$ cat config.mk
export PLATFORM = sky130hd
export DESIGN_NAME = seq_serializer
export DESIGN_NICKNAME = d
export VERILOG_FILES = /design/src/rtl/seq_serializer.sv
export SDC_FILE = /design/constraint.sdc
export NUM_CORES = 1
export LEC_CHECK = 0
export CAP_MARGIN = 25
export CORE_ASPECT_RATIO = 0.9
export CORE_MARGIN = 2
export CORE_UTILIZATION = 35
export DETAILED_ROUTE_END_ITERATION = 10
export PLACE_DENSITY = 0.64
export SLEW_MARGIN = 20
export SYNTH_ARGS = -nofsm -noshare
export SYNTH_HDL_FRONTEND = slang
export SYNTH_SLANG_ARGS = --single-unit
$ cat constraint.sdc
create_clock -name clk -period 2.3 [get_ports clk]
set_input_delay 0.69 -clock clk [delete_from_list [all_inputs] [get_ports clk]]
set_output_delay 0.69 -clock clk [all_outputs]
set_load 0.01 [all_outputs]
$ cat src/rtl/seq_serializer.sv
// seq_serializer: ready/valid parallel word in, one registered serial bit per cycle out.
// Build option SER_PARITY_EN appends one even-parity bit after every word.
module seq_serializer #(
   parameter int unsigned WIDTH     = 8,
   parameter bit          MSB_FIRST = 1'b1
) (
   input  logic             clk,
   input  logic             rst,
   input  logic [WIDTH-1:0] din,
   input  logic             din_valid,
   output logic             din_ready,
   output logic             sout,
   output logic             sout_valid,
   output logic             busy,
   output logic             word_done
);
   localparam int unsigned   CW       = (WIDTH > 1) ? $clog2(WIDTH) : 1;
   localparam logic [CW-1:0] LAST_IDX = CW'(WIDTH - 1);

`ifdef SER_PARITY_EN
   typedef enum logic [1:0] {IDLE, SHIFT, PAR} state_t;
`else
   typedef enum logic {IDLE, SHIFT} state_t;
`endif

   state_t           state, state_n;
   logic [WIDTH-1:0] sreg, sreg_n;
   logic [CW-1:0]    cnt, cnt_n;
   logic             sout_n, valid_n, done_n;
   logic             final_c, accept_c;
`ifdef SER_PARITY_EN
   logic             par, par_n;
`endif

   // Bit that goes on the wire next from a (possibly shifted) word
   function automatic logic lead_bit(input logic [WIDTH-1:0] w);
      return MSB_FIRST ? w[WIDTH-1] : w[0];
   endfunction

   // The final serial cycle of a word reopens the input for a gapless follow-on word
`ifdef SER_PARITY_EN
   assign final_c = (state == PAR);
`else
   assign final_c = (state == SHIFT) && (cnt == LAST_IDX);
`endif
   assign din_ready = !rst && ((state == IDLE) || final_c);
   assign accept_c  = din_valid && din_ready;

   always_comb begin
      state_n = state;
      sreg_n  = sreg;
      cnt_n   = cnt;
      sout_n  = 1'b0;
      valid_n = 1'b0;
      done_n  = 1'b0;
`ifdef SER_PARITY_EN
      par_n   = par;
`endif
      if (accept_c) begin
         state_n = SHIFT;
         sreg_n  = din;
         cnt_n   = '0;
         sout_n  = lead_bit(din);
         valid_n = 1'b1;
`ifdef SER_PARITY_EN
         par_n   = ^din;
`endif
      end else begin
         case (state)
            SHIFT: begin
               if (cnt != LAST_IDX) begin
                  cnt_n   = cnt + CW'(1);
                  sreg_n  = MSB_FIRST ? (sreg << 1) : (sreg >> 1);
                  sout_n  = lead_bit(sreg_n);
                  valid_n = 1'b1;
`ifndef SER_PARITY_EN
                  done_n  = (cnt_n == LAST_IDX);
`endif
               end else begin
`ifdef SER_PARITY_EN
                  state_n = PAR;
                  sout_n  = par;
                  valid_n = 1'b1;
                  done_n  = 1'b1;
`else
                  state_n = IDLE;
`endif
               end
            end
            default: state_n = IDLE;
         endcase
      end
   end

   always_ff @(posedge clk) begin
      if (rst) begin
         state      <= IDLE;
         sreg       <= '0;
         cnt        <= '0;
         sout       <= 1'b0;
         sout_valid <= 1'b0;
         busy       <= 1'b0;
         word_done  <= 1'b0;
`ifdef SER_PARITY_EN
         par        <= 1'b0;
`endif
      end else begin
         state      <= state_n;
         sreg       <= sreg_n;
         cnt        <= cnt_n;
         sout       <= sout_n;
         sout_valid <= valid_n;
         busy       <= valid_n;
         word_done  <= done_n;
`ifdef SER_PARITY_EN
         par        <= par_n;
`endif
      end
   end
endmodule
==> results.yml, run 1 <==
clock_network:
  clk_pin_slew_ns: 0.07
  cts.repair.resized: 1
  cts_hold_buf: 0
  clk_latency_ns: 0.27
  cts_sinks: 13
  post_cts_buffers: 0
  cts_max_level: 1
  ctsLongestPathBuffers: 2
  cts_tree: "yes"
  cts_root_buf: "clkbuf_4"
  numCtsBuffers: 3
yosys:
  synth_seq_cells: 13
  synth_nets: 76
  synthDistinctLibCells: 17
  ys_warn_count: 0
  synth_cells: 62
  synth_area_per_cell_sq_um: 9.81
  ys_seq_area_frac: 0.428
  yosysTopAreaCell: "dfxtp_1"
  syn_area_sq_um: 608
  synth_top_area_share: 0.428
  netlist_top_cells_area: "dfxtp_1 43%, mux2i_1 12%, a211oi_1 7.4%, ha_1 6.2%, nor2_1 5.6%"
timing:
  relSlewSlack: 0.627
  hold_slack_ns: 0.456
  tightest_slew_ns: 0.559
  rsz0062_at_grt: "false"
  slew_viol_final: 0
  layout_min_cycle_time_ns: 2.20
  max_freq_ghz: 0.455
  hold_violations: 0
  setup_viol: 0
  setup_tns_ns: 0
  skew_ns: 0.00311
  post-route-period-util: 0.955
worst_setup_path:
  crit_fanout: 2
  cpPeakStageDelay_ns: 0.49
  rr_endpoint: "sreg[1]"
  r2r_start: "cnt[1]"
  rrSetupSlack_ns: 0.69
  path_buf_inv: 2
  cp_top_family: "buffers and inverters"
  cp-start-kind: "primary input"
  path_depth: 3
  worstSetupPathType: "in -> out"
  required_ns: 1.61
  worstPathArrival_ns: 1.51
  end_kind: "output pin"
  reg2reg_depth: 5
  crit_chain: "clkdlybuf4s50_1 > nor2_1 > dlygate4sd2_1"
  cp_slowest_cell: "clkdlybuf4s50_1"
final_layout:
  multi_input_area_sq_um: 288
  num_antenna_cells: 0
  drive_gt1_frac: 0.114
  nFillCells: 177
  area_growth_pct: 29.4
  final_cell_mix: "14 x clkdlybuf4s50_1, 13 x dfxtp_1, 9 x nor2_1"
  layout.area.seq_sq_um: 260
  finish.net_count: 94
  layout_commonest_cell: "clkdlybuf4s50_1"
floorplanning:
  initial_core_util: 0.369
  coreArea_sq_mm: 0.00165
  row_count: 14
  ioPinCount: 16
  die-width_microns: 47.9
  dieArea_sq_mm: 0.00209
  fp.dieH_microns: 43.5
power_and_ir_drop:
  pwr-share-comb: 0.168
  power_leakage_nw: 0.327
  finalPower_uw: 464
  seq_power_share: 0.531
  p_clk_frac: 0.301
  p_int_uw: 351
  p_sw_frac: 0.243
  power_density_mw_per_mm2: 589
  switchingPower_uw: 113
  ir_drop_mv: 0.430
routing:
  drc: 0
  wl_microns: 1040
  dr.pass1.iters: 4
  vias: 466
  drtIter0Drc: 2
  detail-route-antenna-nets: 0
  via_per_inst: 4.52
  wl_per_cell_microns: 10.0
global_routing:
  track_usage: 0.122
  antenna_found_initial: 0
  grt_util_met3: 0.0625
  grt_pass1_vias: 406
  grt_pass1_wl_microns: 1830
  busiest_layer: "met2"
  grt_max_degree: 17
  met1_usage: 0.170
  globalRouteMet2Util: 0.173
  globalRouteOverflowTotal: 0
hold_path:
  min_to: "sout"
  min_from: "sreg[6]"
  hp-class: "reg -> reg"
  min_path_cells: 2
placement:
  port_buffers: 15
  place.gp.congestion: 0.641
  hpwl_microns: 744
job:
  max-cap-violations: 0
status:
  status: "complete, no violations"
[logic make-up (layout without fill, tap and decap cells)]
kind of cell / after synthesis / count (layout) / share of synthesized area
AOI/OAI and AO/OA: 10 / 10 / 0.113
adders and majority gates: 3 / 3 / 0.0617
buffers and inverters: 7 / 24 / 0.0988
DFF: 13 / 13 / 0.428
muxes: 7 / 7 / 0.115
and+or+nand+nor: 22 / 22 / 0.183
[synth_stat cells]
master / number
nand2b_1: 2
inv_1: 1
nand3_1: 1
a211oi_1: 6
nand3b_1: 2
nor3_1: 2
buf_4: 3
a21oi_1: 3
mux2i_1: 7
nor2b_4: 1
buf_6: 3
a21oi_2: 1
ha_1: 3
or3_1: 1
nand2_1: 4
dfxtp_1: 13
nor2_1: 9
[tightest hold or removal path, delay by kind of cell (launching register included)]
| kind | cells | cell delay (ns) |
|---|---|---|
| flops | 1 | 0.31 |
| simple gates | 1 | 0.05 |
| compound gates | 1 | 0.05 |
[through the flow]
step / worst slack, ns / area (sq um) / cells / util
after floorplan: 0.595 / 608 / 62 / -
after global placement: -0.176 / 762 / 99 / 0.463
after detailed placement: -0.173 / 762 / 99 / 0.463
after CTS: 0.0906 / 787 / 103 / 0.478
after global routing: 0.0676 / 787 / 103 / 0.478
final: 0.104 / 787 / 103 / 0.478
[cell type report]
cell class | instances | area share
clock buffers | 4 | 0.0334
inverters | 1 | 0.00477
multi-input cells | 42 | 0.366
flip-flops and latches | 13 | 0.331
well taps | 24 | 0.0382
repair buffers | 19 | 0.227
[power groups by stage]
| stage | registers [mW] | clock network [mW] | logic [mW] |
|---|---|---|---|
| 3_5_place_dp | 0.252 | 0 | 0.0798 |
| 6_report | 0.246 | 0.140 | 0.0777 |
| 2_1_floorplan | 0.251 | 0 | 0.0505 |
| 5_1_grt | 0.248 | 0.161 | 0.0867 |
| 4_1_cts | 0.246 | 0.146 | 0.0794 |
| 3_3_place_gp | 0.251 | 0 | 0.0786 |
[worst max path at each step]
stage                     from        end  slack, ns
after floorplan            rst  din_ready       0.59
after global placement     rst  din_ready      -0.18
after detailed placement   rst  din_ready      -0.17
after CTS                  rst  din_ready       0.09
after global routing       rst  din_ready       0.07
final                      rst  din_ready       0.10
[metal layers]
metal	up-vias	routed length (microns)
li1	247	-
met1	205	495
met2	14	462
met3	0	76
met4	0	0
met5	-	0
[sequential cells by signal (all words and copies together), names as in the netlist]
signal     cells
sreg           7
state          1
sout           1
cnt            3
word_done      1
No activity file was read; power rests on OpenSTA's default activity.
==> inputs of run 2 (changes only) <==
- CORE_UTILIZATION: 35 -> 40
- PLACE_DENSITY: 0.64 -> 0.71
- REMOVE_ABC_BUFFERS: not set -> 1
==> run 2 against run 1 <==
Compared with the run above: sequential share of layout area rose by 0.81 points; global-route usage is 1.3 points higher; core utilization increased by 5.9 points; sequential power hardly changed; first-iteration DRC count increased to 3.5 times the previous value; count of clock-buffer cells in the layout unchanged; combinational power shrank 2%; setup slack improved by 0.023 ns.
==> results.yml, run 2 (synthesis gave the netlist of run 1 again) <==
global_routing:
  globalRouteOverflowTotal: 0
  track_usage: 0.135
  grt_pass1_vias: 419
  antenna_found_initial: 0
  grt_pass1_wl_microns: 1680
  grt_max_degree: 17
clock_network:
  numCtsBuffers: 3
  ctsLongestPathBuffers: 2
  clk_pin_slew_ns: 0.08
  cts_sinks: 13
  clk_latency_ns: 0.27
  cts_tree: "yes"
  cts_max_level: 1
  cts_root_buf: "clkbuf_4"
  cts_hold_buf: 0
final_layout:
  largest_reg_flops: 7
  final_cell_mix: "14 x clkdlybuf4s50_1, 13 x dfxtp_1, 9 x nor2_1"
  stdcell_count: 93
  reg_top3: "sreg (7), cnt (3)"
  area_growth_pct: 26.3
  layout.area.seq_sq_um: 260
  nFillCells: 145
  layout_commonest_cell: "clkdlybuf4s50_1"
  num_antenna_cells: 0
  regMostFlops: "sreg"
  multi_input_area_sq_um: 288
  finish.net_count: 93
  drive_gt1_frac: 0.103
power_and_ir_drop:
  p_int_uw: 350
  p_clk_frac: 0.303
  seq_power_share: 0.532
  pwr-share-comb: 0.165
  p_sw_frac: 0.244
  power_leakage_nw: 0.322
  finalPower_uw: 463
  power_density_mw_per_mm2: 603
  switchingPower_uw: 113
  ir_drop_mv: 0.359
worst_setup_path:
  worstSetupPathType: "in -> out"
  rrSetupSlack_ns: 0.71
  startpoint: "rst"
  required_ns: 1.61
  cp-start-kind: "primary input"
  reg2reg_depth: 5
  r2r_start: "cnt[1]"
  rr_endpoint: "sreg[2]"
  end_kind: "output pin"
  crit_end: "din_ready"
  worstPathArrival_ns: 1.48
  crit_fanout: 2
timing:
  slew_viol_final: 0
  max_freq_ghz: 0.460
  tightest_slew_ns: 0.543
  relSlewSlack: 0.638
  layout_min_cycle_time_ns: 2.17
  rsz0062_at_grt: "false"
  post-route-period-util: 0.945
  hold_violations: 0
  hold_slack_ns: 0.469
  skew_ns: 0.00412
  setup_viol: 0
routing:
  wl_met2_microns: 463
  highest_layer: "met3"
  vias: 454
  route.met3.wl_microns: 51
  wl_per_cell_microns: 10.7
  via_per_inst: 4.88
  detail-route-antenna-nets: 0
  dr.pass1.iters: 3
  drtIter0Drc: 7
  wl_microns: 997
  met1_length_microns: 482
  drc: 0
floorplanning:
  die-width_microns: 45.1
  row_count: 13
  coreArea_sq_mm: 0.00143
  dieArea_sq_mm: 0.00185
  initial_core_util: 0.425
  fp.dieH_microns: 41.0
  ioPinCount: 16
placement:
  dpl.cell_count: 89
  place.gp.congestion: 0.633
  port_buffers: 15
  hpwl_microns: 738
hold_path:
  hp-class: "reg -> reg"
  min_path_cells: 2
status:
  status: "complete, no violations"
job:
  max-cap-violations: 0
==> run 2: cell count changes in the layout (fill, tap and decap cells not counted) <==
cell and change:
buf_4 -1
==> run 2: worst max-delay path, cell delays in order <==
cell,delay [ns]
clkdlybuf4s50_1,0.47
nor2_1,0.05
dlygate4sd2_1,0.27
==> run 2: how the worst min path moves through the flow <==
stage / start / end / slack [ns]
after floorplan: sreg[6] / sout / 0.43
after global placement: sreg[6] / sout / 0.44
after detailed placement: sreg[6] / sout / 0.46
after CTS: sreg[6] / sout / 0.47
after global routing: sreg[6] / sout / 0.49
final: sreg[6] / sout / 0.47
==> run 2: area by class of cell <==
cell class                      instances  share of cell area
Clock buffer                            4              0.0342
Multi-Input combinational cell         42               0.375
Inverter                                1             0.00489
Timing Repair Buffer                   18               0.223
Sequential cell                        13               0.339
Tap cell                               15              0.0244
==> run 2: power by group through the flow <==
stage               registers, mW  clock network, mW  logic [mW]
floorplan                   0.252                  0      0.0337
global placement            0.251                  0      0.0767
detailed placement          0.252                  0      0.0781
CTS                         0.247              0.145      0.0776
global route                0.248              0.154      0.0852
finish                      0.246              0.140      0.0763
==> run 2: what timing repair did <==
item / in CTS / in global routing
endpoints found under the hold margin: 0 / 0
gates resized for setup: 1 / 0
setup endpoints to repair: 1 / 0
setup buffers: 0 / 0
==> run 2: through the flow <==
| step | worst slack (ns) | area (sq um) | TNS, ns | utilization |
|---|---|---|---|---|
| floorplan | 0.669 | 552 | 0 | - |
| global placement | -0.133 | 743 | -0.133 | 0.519 |
| detailed placement | -0.138 | 743 | -0.138 | 0.519 |
| CTS | 0.124 | 768 | 0 | 0.537 |
| global route | 0.0883 | 768 | 0 | 0.537 |
| finish | 0.127 | 768 | 0 | 0.537 |
==> run 2: metal layers <==
metal | vias up | GRT usage
met5 | - | 0
met4 | 0 | 0.0882
met3 | 0 | 0.0529
met2 | 11 | 0.239
met1 | 199 | 0.135
li1 | 244 | -
==> inputs of run 3 (changes only) <==
==> constraint.sdc (replaced) <==
create_clock -name clk -period 2.3 [get_ports clk]
set_input_delay 0.345 -clock clk [delete_from_list [all_inputs] [get_ports clk]]
set_output_delay 0.345 -clock clk [all_outputs]
set_load 0.01 [all_outputs]
==> run 3 against run 2 <==
Compared with the run above: cell count down 2.2%; sequential cell count unchanged; count of clock-buffer cells in the layout unchanged; first-iteration DRC count down 86%; worst hold slack better by 0.0058 ns; via count down 1.1%; sequential share of layout area up 0.62 points; critical path depth up 2; die area unchanged; routed wire length down 0.70%; core utilization down 0.96 points; largest power group unchanged; highest routed layer unchanged.
==> results.yml, run 3 (synthesis gave the netlist of run 1 again) <==
status:
  status: "complete, no violations"
hold_path:
  min_path_cells: 2
  hp-class: "reg -> reg"
  min_to: "sout"
  min_from: "sreg[6]"
global_routing:
  grt_pass1_vias: 376
  grt_max_degree: 17
  track_usage: 0.127
  antenna_found_initial: 0
  globalRouteOverflowTotal: 0
  grt_pass1_wl_microns: 1610
worst_setup_path:
  rr_endpoint: "sreg[1]"
  worstPathArrival_ns: 1.73
  crit_fanout: 8
  reg2reg_depth: 5
  worstSetupPathType: "reg -> out"
  r2r_start: "cnt[1]"
  cp-start-kind: "flip-flop"
  required_ns: 1.96
  rrSetupSlack_ns: 0.72
  end_kind: "output pin"
routing:
  wl_microns: 990
  drtIter0Drc: 1
  vias: 449
  dr.pass1.iters: 4
  via_per_inst: 4.93
  drc: 0
  detail-route-antenna-nets: 0
  wl_per_cell_microns: 10.9
timing:
  skew_ns: 0.00160
  slew_viol_final: 0
  relSlewSlack: 0.633
  tightest_slew_ns: 0.549
  hold_slack_ns: 0.475
  hold_violations: 0
  max_freq_ghz: 0.481
  post-route-period-util: 0.904
  rsz0062_at_grt: "false"
  layout_min_cycle_time_ns: 2.08
  setup_viol: 0
  setup_tns_ns: 0
floorplanning:
  ioPinCount: 16
  dieArea_sq_mm: 0.00185
  row_count: 13
  coreArea_sq_mm: 0.00143
  initial_core_util: 0.425
  die-width_microns: 45.1
  fp.dieH_microns: 41.0
clock_network:
  clk_pin_slew_ns: 0.08
  numCtsBuffers: 3
  cts_max_level: 1
  clk_latency_ns: 0.27
  cts_hold_buf: 0
  cts.repair.resized: 0
  cts_tree: "yes"
  ctsLongestPathBuffers: 2
  cts_sinks: 13
  post_cts_buffers: 0
  cts_root_buf: "clkbuf_4"
power_and_ir_drop:
  power_leakage_nw: 0.309
  ir_drop_mv: 0.375
  power_density_mw_per_mm2: 610
final_layout:
  final_cell_mix: "15 x clkdlybuf4s50_1, 13 x dfxtp_1, 9 x nor2_1"
  regMostFlops: "sreg"
  finish.net_count: 91
  largest_reg_flops: 7
  reg_top3: "sreg (7), cnt (3)"
  num_antenna_cells: 0
  layout_commonest_cell: "clkdlybuf4s50_1"
  drive_gt1_frac: 0.0789
  area_growth_pct: 24.1
placement:
  port_buffers: 15
  hpwl_microns: 677
  place.gp.congestion: 0.670
job:
  max-cap-violations: 0
run 3: layout make-up:
type                       instances  area (sq um)
clock buffer                       4          26.3
fill                             138           677
inverter                           1          3.75
multi-input combinational         42           288
sequential                        13           260
tap                               15          18.8
timing repair buffer              16           158
run 3: how the worst max path moves through the flow:
stage                     startpoint   endpoint  slack (ns)
after floorplan               cnt[1]    sreg[1]        0.93
after detailed placement      cnt[1]  din_ready        0.51
after global placement        cnt[1]  din_ready        0.55
after global routing          cnt[1]  din_ready        0.12
final                         cnt[1]  din_ready        0.22
after CTS                     cnt[1]  din_ready        0.20
run 3: per-stage QoR:
stage | cells | util | setup slack, ns | cell area [sq um] | power, mW
after detailed placement | 87 | 0.509 | 0.506 | 728 | 0.327
after global placement | 87 | 0.509 | 0.548 | 728 | 0.325
final | 91 | 0.527 | 0.222 | 754 | 0.460
after global routing | 91 | 0.527 | 0.119 | 754 | 0.488
after floorplan | 56 | - | 0.933 | 552 | 0.286
after CTS | 91 | 0.527 | 0.198 | 754 | 0.468
run 3: per-layer routing:
layer / part of all wire / track usage
met1: 0.48 / 0.132
met2: 0.46 / 0.225
met3: 0.067 / 0.0793
met4: 0 / 0.0221
met5: 0 / 0
run 3: critical path, cell delays in order (launching register included):
cell	delay [ns]
dfxtp_1	0.33
ha_1	0.18
ha_1	0.21
nor2b_4	0.21
nor2_1	0.06
clkdlybuf4s50_1	0.47
run 3: power by group:
| part | switching (mW) | internal, mW |
|---|---|---|
| clock network | 0.0724 | 0.0672 |
| logic | 0.0321 | 0.0423 |
| registers | 0.00722 | 0.239 |
